[src/rtl/sam_fanout_pkg.sv]
// Shared constants and the participation-mask helper for the stream fanout fork.
// Supports up to FANOUT_MAX_OUT sinks with select words up to CFG_W_MAX bits wide.
package sam_fanout_pkg;

  localparam int FANOUT_MAX_OUT = 32;
  localparam int STALL_CNT_W    = 16;
  localparam int CFG_W_MAX      = 32;
  localparam int SEL_IDX_W      = $clog2(FANOUT_MAX_OUT * CFG_W_MAX);

  // Callers zero-extend their vectors to the maximum sizes and truncate the result to NUM_OUT.
  function automatic logic [FANOUT_MAX_OUT-1:0] part_mask(
    input logic [FANOUT_MAX_OUT-1:0]           cfg_en,
    input logic [FANOUT_MAX_OUT*CFG_W_MAX-1:0] cfg_sel,
    input int unsigned                         cfg_w,
    input int unsigned                         sel_bit
  );
    logic [SEL_IDX_W-1:0] idx;
    part_mask = '0;
    for (int unsigned i = 0; i < FANOUT_MAX_OUT; i++) begin
      idx          = SEL_IDX_W'(i * cfg_w + sel_bit);
      part_mask[i] = cfg_en[i] & cfg_sel[idx];
    end
  endfunction

endpackage

[src/rtl/stream_fanout_fork_branch.sv]
// One sink of the eager fork: taken flag, gated valid, ready term for the upstream AND.
// Optional per-sink saturating stall counter under `STREAM_FANOUT_STALL_CNT_EN.
module fanout_branch
  import sam_fanout_pkg::*;
(
  input  logic clk,
  input  logic rst_n,
  input  logic flush,
  input  logic fire,
  input  logic in_valid,
  input  logic part,
  input  logic out_ready,
  output logic out_valid,
  output logic ready_term
`ifdef STREAM_FANOUT_STALL_CNT_EN
  , output logic [STALL_CNT_W-1:0] stall_cnt
`endif
);

  logic taken;

  // A taken bit survives a part drop; it is only masked while the sink is not participating.
  assign out_valid  = in_valid & part & ~taken;
  assign ready_term = ~part | taken | out_ready;

  // NOTE: sequential state uses non-blocking assignments so every flop samples pre-edge values.
  always_ff @(posedge clk) begin
    if (!rst_n || flush) begin
      taken <= 1'b0;
    end else if (fire) begin
      taken <= 1'b0;
    end else if (out_valid && out_ready) begin
      taken <= 1'b1;
    end
  end

`ifdef STREAM_FANOUT_STALL_CNT_EN
  always_ff @(posedge clk) begin
    if (!rst_n) begin
      stall_cnt <= '0;
    end else if (out_valid && !out_ready && stall_cnt != {STALL_CNT_W{1'b1}}) begin
      stall_cnt <= stall_cnt + 1'b1;
    end
  end
`endif

endmodule

[src/rtl/stream_fanout_fork.sv]
// Eager ready/valid fork: broadcasts each upstream token to every participating sink.
// Optional feature macro: STREAM_FANOUT_STALL_CNT_EN adds the stall_cnt output port.
module stream_fanout_fork
  import sam_fanout_pkg::*;
#(
  parameter int NUM_OUT = 20,
  parameter int DATA_W  = 17,
  parameter int CFG_W   = 8,
  parameter int SEL_BIT = 5
) (
  input  logic                      clk,
  input  logic                      rst_n,
  input  logic                      flush,
  input  logic [NUM_OUT-1:0]        cfg_en,
  input  logic [NUM_OUT*CFG_W-1:0]  cfg_sel,
  input  logic                      in_valid,
  input  logic [DATA_W-1:0]         in_data,
  output logic                      in_ready,
  output logic [NUM_OUT-1:0]        out_valid,
  output logic [NUM_OUT*DATA_W-1:0] out_data,
  input  logic [NUM_OUT-1:0]        out_ready
`ifdef STREAM_FANOUT_STALL_CNT_EN
  , output logic [NUM_OUT*STALL_CNT_W-1:0] stall_cnt
`endif
);

  logic [NUM_OUT-1:0] part;
  logic [NUM_OUT-1:0] ready_term;
  logic               fire;

  assign part = NUM_OUT'(part_mask(FANOUT_MAX_OUT'(cfg_en),
                                   (FANOUT_MAX_OUT*CFG_W_MAX)'(cfg_sel),
                                   CFG_W, SEL_BIT));

  // Retirement and the last sink's accept land on the same edge; no participants means instant drop.
  assign in_ready = &ready_term;
  assign fire     = in_valid & in_ready;
  assign out_data = {NUM_OUT{in_data}};

  for (genvar i = 0; i < NUM_OUT; i++) begin : g_branch
    fanout_branch u_branch (
      .clk        (clk),
      .rst_n      (rst_n),
      .flush      (flush),
      .fire       (fire),
      .in_valid   (in_valid),
      .part       (part[i]),
      .out_ready  (out_ready[i]),
      .out_valid  (out_valid[i]),
      .ready_term (ready_term[i])
`ifdef STREAM_FANOUT_STALL_CNT_EN
      , .stall_cnt (stall_cnt[i*STALL_CNT_W +: STALL_CNT_W])
`endif
    );
  end

endmodule

[config.mk]
export PLATFORM = sky130hd
export DESIGN_NAME = stream_fanout_fork
export DESIGN_NICKNAME = d
export VERILOG_FILES = /design/src/rtl/sam_fanout_pkg.sv /design/src/rtl/stream_fanout_fork_branch.sv /design/src/rtl/stream_fanout_fork.sv
export SDC_FILE = /design/constraint.sdc
export NUM_CORES = 1
export LEC_CHECK = 0
export ABC_AREA = 1
export CAP_MARGIN = 5
export CORE_AREA = 2 2 226 228
export DETAILED_ROUTE_END_ITERATION = 8
export DIE_AREA = 0 0 228 230
export HOLD_SLACK_MARGIN = 0.12
export PLACE_DENSITY = 0.35
export SYNTH_ARGS = -nofsm -noshare
export SYNTH_HDL_FRONTEND = slang
export SYNTH_SLANG_ARGS = --single-unit
[constraint.sdc]
create_clock -name clk -period 2.9 [get_ports clk]
set_input_delay 0.87 -clock clk [delete_from_list [all_inputs] [get_ports clk]]
set_output_delay 0.87 -clock clk [all_outputs]
set_load 0.02 [all_outputs]
==> Word-level counts from Yosys, hierarchy flattened <==
Cells that the tools add are included.
{ "word_totals": {"reg_bits": 20, "latch_bits": 0, "mem_bits_rw": 0, "romBits": 0, "output_inout_bits": 361, "wordCells": 185, "memories": 0} }
{ "op_classes": {"n_addsub": 0, "n_mul": 0, "div": 0, "n_lt_le_gt_ge": 0, "n_eq_ne": 0, "shifts": 0, "n_mux": 0, "n_bitwise": 141, "reduce_logical": 24} }
{ "op_table": {"columns": ["operator", "n"], "rows": [
  ["1-bit AND", 61],
  ["1-bit inverter", 40],
  ["1-bit bitwise OR", 40],
  ["1-bit logical AND", 20],
  ["20-bit AND reduction", 1],
  ["2-bit OR reduction", 1],
  ["1-bit logical NOT", 1],
  ["1-bit logical OR", 1]
]} }

==> Longest topological paths before layout <==
{ "logic_depth": {"ltp_word": 7, "mapped_depth": 11, "ltp_nobuf": 10} }

==> Hierarchy <==
Synthesis repeated with hierarchy kept, for this count alone.
{ "hier_totals": {"hier_cells": 580, "area_unflattened_um2": 4111.4} }
{ "by_module_without_submodules": {"columns": ["mod", "n_inst", "cells_per_inst", "area_per_inst_um2", "seq_area_each_um2"], "rows": [
  ["stream_fanout_fork", 1, 400, 2785.2, 0.0],
  ["fanout_branch", 20, 9, 66.3, 20.0]
]} }

==> Worst setup path before layout <==
Ideal clock, no wire load.
{ "synth_timing": {"kind": "input -> output", "from": "in cfg_en[0]", "to": "out in_ready", "arrival_time_ns": 1.858, "t_required_ns": 2.030, "setup_slack_ns": 0.172, "cell_stages": 5, "path_cell_list": "nand2_1 -> nor3_1 -> nor2_1 -> nand2_1 -> nor4_1"} }
{ "synth_between": {"elab_chain_cells": 5} }
{ "synth_lines": {"columns": ["element", "line_no", "rtl"], "rows": [
  ["from (decl)", "stream_fanout_fork.sv:14", "input logic [NUM_OUT-1:0] cfg_en,"],
  ["1-bit AND", "sam_fanout_pkg.sv:21", "part_mask[i] = cfg_en[i] & cfg_sel[idx];"],
  ["1-bit inverter", "stream_fanout_fork_branch.sv:24", "assign ready_term = ~part | taken | out_ready;"],
  ["1-bit bitwise OR (2 in series)", "stream_fanout_fork_branch.sv:24", null],
  ["20-bit AND reduction", "stream_fanout_fork.sv:36", "assign in_ready = &ready_term;"],
  ["to (decl)", "stream_fanout_fork.sv:18", "output logic in_ready,"]
]} }
No other way between the ends.

==> Worst setup path after layout <==
{ "layout_timing": {"from": "in cfg_sel[157]", "to": "out in_ready"} }
{ "layout_between": {"elab_chain_cells": 5} }
{ "layout_lines": {"columns": ["element", "line_no", "rtl"], "rows": [
  ["from (decl)", "stream_fanout_fork.sv:15", "input logic [NUM_OUT*CFG_W-1:0] cfg_sel,"],
  ["1-bit AND", "sam_fanout_pkg.sv:21", null],
  ["1-bit inverter", "stream_fanout_fork_branch.sv:24", null],
  ["1-bit bitwise OR (2 in series)", "stream_fanout_fork_branch.sv:24", null],
  ["20-bit AND reduction", "stream_fanout_fork.sv:36", null]
]} }
No other way between the ends.

==> impl_results.md <==
- Avg WL per Cell: roughly 8.0 um
- Overall power: between 0.8 and 0.9 mW
- GRT overflow: 0
- Die area: approximately 52000 um2
- Post-Route M1 WL: between 2 and 2.5 mm
- IO Port Bufs: 84
- Critical Path Source Type: primary input
- Met3 wire length: between 1.5 and 2 mm
- Syn nets: around 760
- Clock transition at path regs: around 60 ps
- Pwr Density: around 250 nW/um2
- HP Start: g_branch[2].u_branch.taken
- Critical path peak fanout: 2
- Max FFs per register: 20
- Peak Freq: 0.354 GHz
- Final Skew: between 2 and 2.5 ps
- Net Switching: 0.238 mW
- CTS tree: yes
- R2R cell count: 9
- # IOs: about 580
- Most common cell after layout, fill and taps aside: buf_4
- Routed wl met2: ~2.8 mm
- LEAKAGE: ~1.4 nW
- Synth cell types: 14
- First-pass GRT wire length: between 10 and 15 mm
- Hold endpoint: g_branch[2].u_branch.taken
- TritonCTS Buffers: 3
- Synth Register Bits: 20
- Worst EP required: ~2000 ps
- Max_cap viols: 0
- Slew Viols, Final: 0
- Largest Register: g_branch.u_branch.taken
- Top Registers: g_branch.u_branch.taken: 20 flops
- 1st-pass router iterations: 4
- Synthesized area: approximately 3800 um2
- Die height: 230 um
- Worst r2r dst: g_branch[18].u_branch.taken
- Post-Syn Instances: approximately 540
- Internal power: 0.596 mW
- Clock Sinks: 20
- Final nets: 520
- Synth Area in Compound Gates: 0.0265
- Synth-to-Final Area Change: -11.7%
- Antenna viol nets, final: 0
- GRT Total Usage: 0.0268
- Post-route minimum period: 2820 ps
- Outcome: finished, final reports clean
- Uppermost routed layer: met5
- Largest net degree at the start of global routing: 21
- Worst-margin pin slew: about 240 ps
- CP Class: primary input to primary output
- Initial antenna violation count: 3
- Post-synthesis mux area share: 0
- Register share of total power: 0.339
- Post-DP HPWL: between 6 and 7 mm
- Simple-Gate Fraction of Synth Area: 0.126
- DP Worst Slack: -660 ps
- VDD IR-drop max: roughly 160 uV
- Deepest clock path buffer count: 2
- Share of cells above drive strength 1: 0.367
- CP endpoint kind: primary output
- Worst min path class: flop to flop
- Initial DRC Count: 25
- Num rows: between 80 and 90
- Cell area after placement: between 2000 and 3000 um2
- Synthesized area per cell: ~7.0 um2
- Switching Fraction: 0.286
- Vias in the first global route: 1817
- H-tree Lvls: 1
- Largest family of logic cells by synthesized area: buffers and inverters
- Setup TNS: 0 ps
- Fill cells: between 5000 and 6000
- Synthesis Warnings: 0
- Hold depth: 2
- Crit share post-route: 0.974
- Critical path's slowest cell: nor4_2
- Hold Violations, Final: 0
- GPL Wtd Cong: 0.657
- Core area: roughly 50000 um2
- Max-slew headroom: 0.837
- Worst-Skew Late Latency: 260 ps
- Post-route setup slack: roughly 75 ps
- Max incr delay on CP: 300 ps
- Most frequent cells in the layout: buf_4, nor2_1, dlygate4sd2_1
- Worst r2r src: g_branch[17].u_branch.taken
- Hold-fix buffers, CTS: 0
- Post-Synth XOR/XNOR Area: 0
- DRT Wirelength: between 7 and 8 mm
- Critical-path cell list: dlygate4sd2_1, nand2_2, nor2_1, nand2_1, nand4_1, nor4_2, buf_4
- Critical path arrival: around 2000 ps
- Final Cell Area: approximately 3300 um2
- Post-synthesis sequential area ratio: 0.106
- RSZ-0062 raised after global routing: true
- Area share of fa/ha/maj cells after synthesis: 0
- Clock Tree Root: clkbuf_16
- Via density: between 1.5 and 2
- DRC: 0
- Part of the power in the clock network: 0.362
- Die W: 228 um
- Initial Util: 0.0758
- Final setup fails: 0
- Via count: between 1500 and 2000
- R2R setup slack: around 1300 ps
- Combinational share of power: 0.298
-- synthesized netlist by cell type --
master / instances / area share
nand2_1: 42 / 0.042
inv_1: 18 / 0.018
nor2_1: 41 / 0.041
nor4_1: 1 / 0.0017
buf_4: 360 / 0.72
a21oi_1: 20 / 0.026
buf_2: 2 / 0.0026
nand2_2: 1 / 0.0017
nand3_1: 1 / 0.0013
dfxtp_1: 20 / 0.11
nor2_2: 2 / 0.0033
nor3_1: 24 / 0.032
buf_6: 2 / 0.0060
nand4_1: 2 / 0.0033
-- cells by family after synthesis --
| group | after synthesis |
|---|---|
| AO/OA/AOI/OAI | 20 |
| buffers and inverters | 382 |
| flip-flops | 20 |
| AND/OR/NAND/NOR | 114 |
-- per-layer routing --
metal	global-route usage	up-vias
li1	-	807
met1	0.0218	696
met2	0.0349	169
met3	0.0227	110
met4	0.0359	4
met5	0	-
-- critical path, delay by kind of cell --
family,cells,cell delay (ps)
simple gates,5,650
buf+inv,2,430
-- metrics by stage --
| stage | utilization | hold slack, ps | cells |
|---|---|---|---|
| 2_1_floorplan | - | 476 | 536 |
| 3_3_place_gp | 0.0594 | 489 | 957 |
| 4_1_cts | 0.0614 | 514 | 963 |
| 5_1_grt | 0.0669 | 567 | 969 |
| 3_5_place_dp | 0.0594 | 498 | 957 |
| 6_report | 0.0669 | 529 | 970 |
-- power groups by stage --
| stage | clock network (mW) | registers, mW | logic (mW) |
|---|---|---|---|
| after floorplan | 0 | 0.287 | 0.774 |
| after global placement | 0 | 0.288 | 0.239 |
| after detailed placement | 0 | 0.288 | 0.239 |
| after CTS | 0.312 | 0.282 | 0.230 |
| after global routing | 0.326 | 0.283 | 0.272 |
| final | 0.302 | 0.283 | 0.249 |
-- what timing repair did --
item	CTS	global route
pin swaps	30	23
gates resized for setup	173	67
endpoints found under the setup margin	21	20
endpoints found under the hold margin	0	0
buffers inserted	3	6
-- worst max path at each step --
stage | start | end | slack [ps] | cells after the start
final | cfg_sel[157] | in_ready | 80 | 7
after global routing | cfg_sel[117] | in_ready | -10 | 9
after CTS | cfg_sel[117] | in_ready | -100 | 9
after detailed placement | cfg_en[14] | in_ready | -660 | 9
after global placement | cfg_en[14] | in_ready | -670 | 9
after floorplan | cfg_en[0] | in_ready | 170 | 5
-- area by class of cell --
class | instances | area, um2 | area share
Inverter | 18 | 67.6 | 0.0202
Antenna cell | 1 | 2.50 | 0.000750
Clock buffer | 3 | 75.1 | 0.0225
Timing Repair Buffer | 122 | 1150 | 0.344
Multi-Input combinational cell | 134 | 803 | 0.241
Sequential cell | 20 | 400 | 0.120
Tap cell | 672 | 841 | 0.252
No activity file was read; power rests on OpenSTA's default activity.
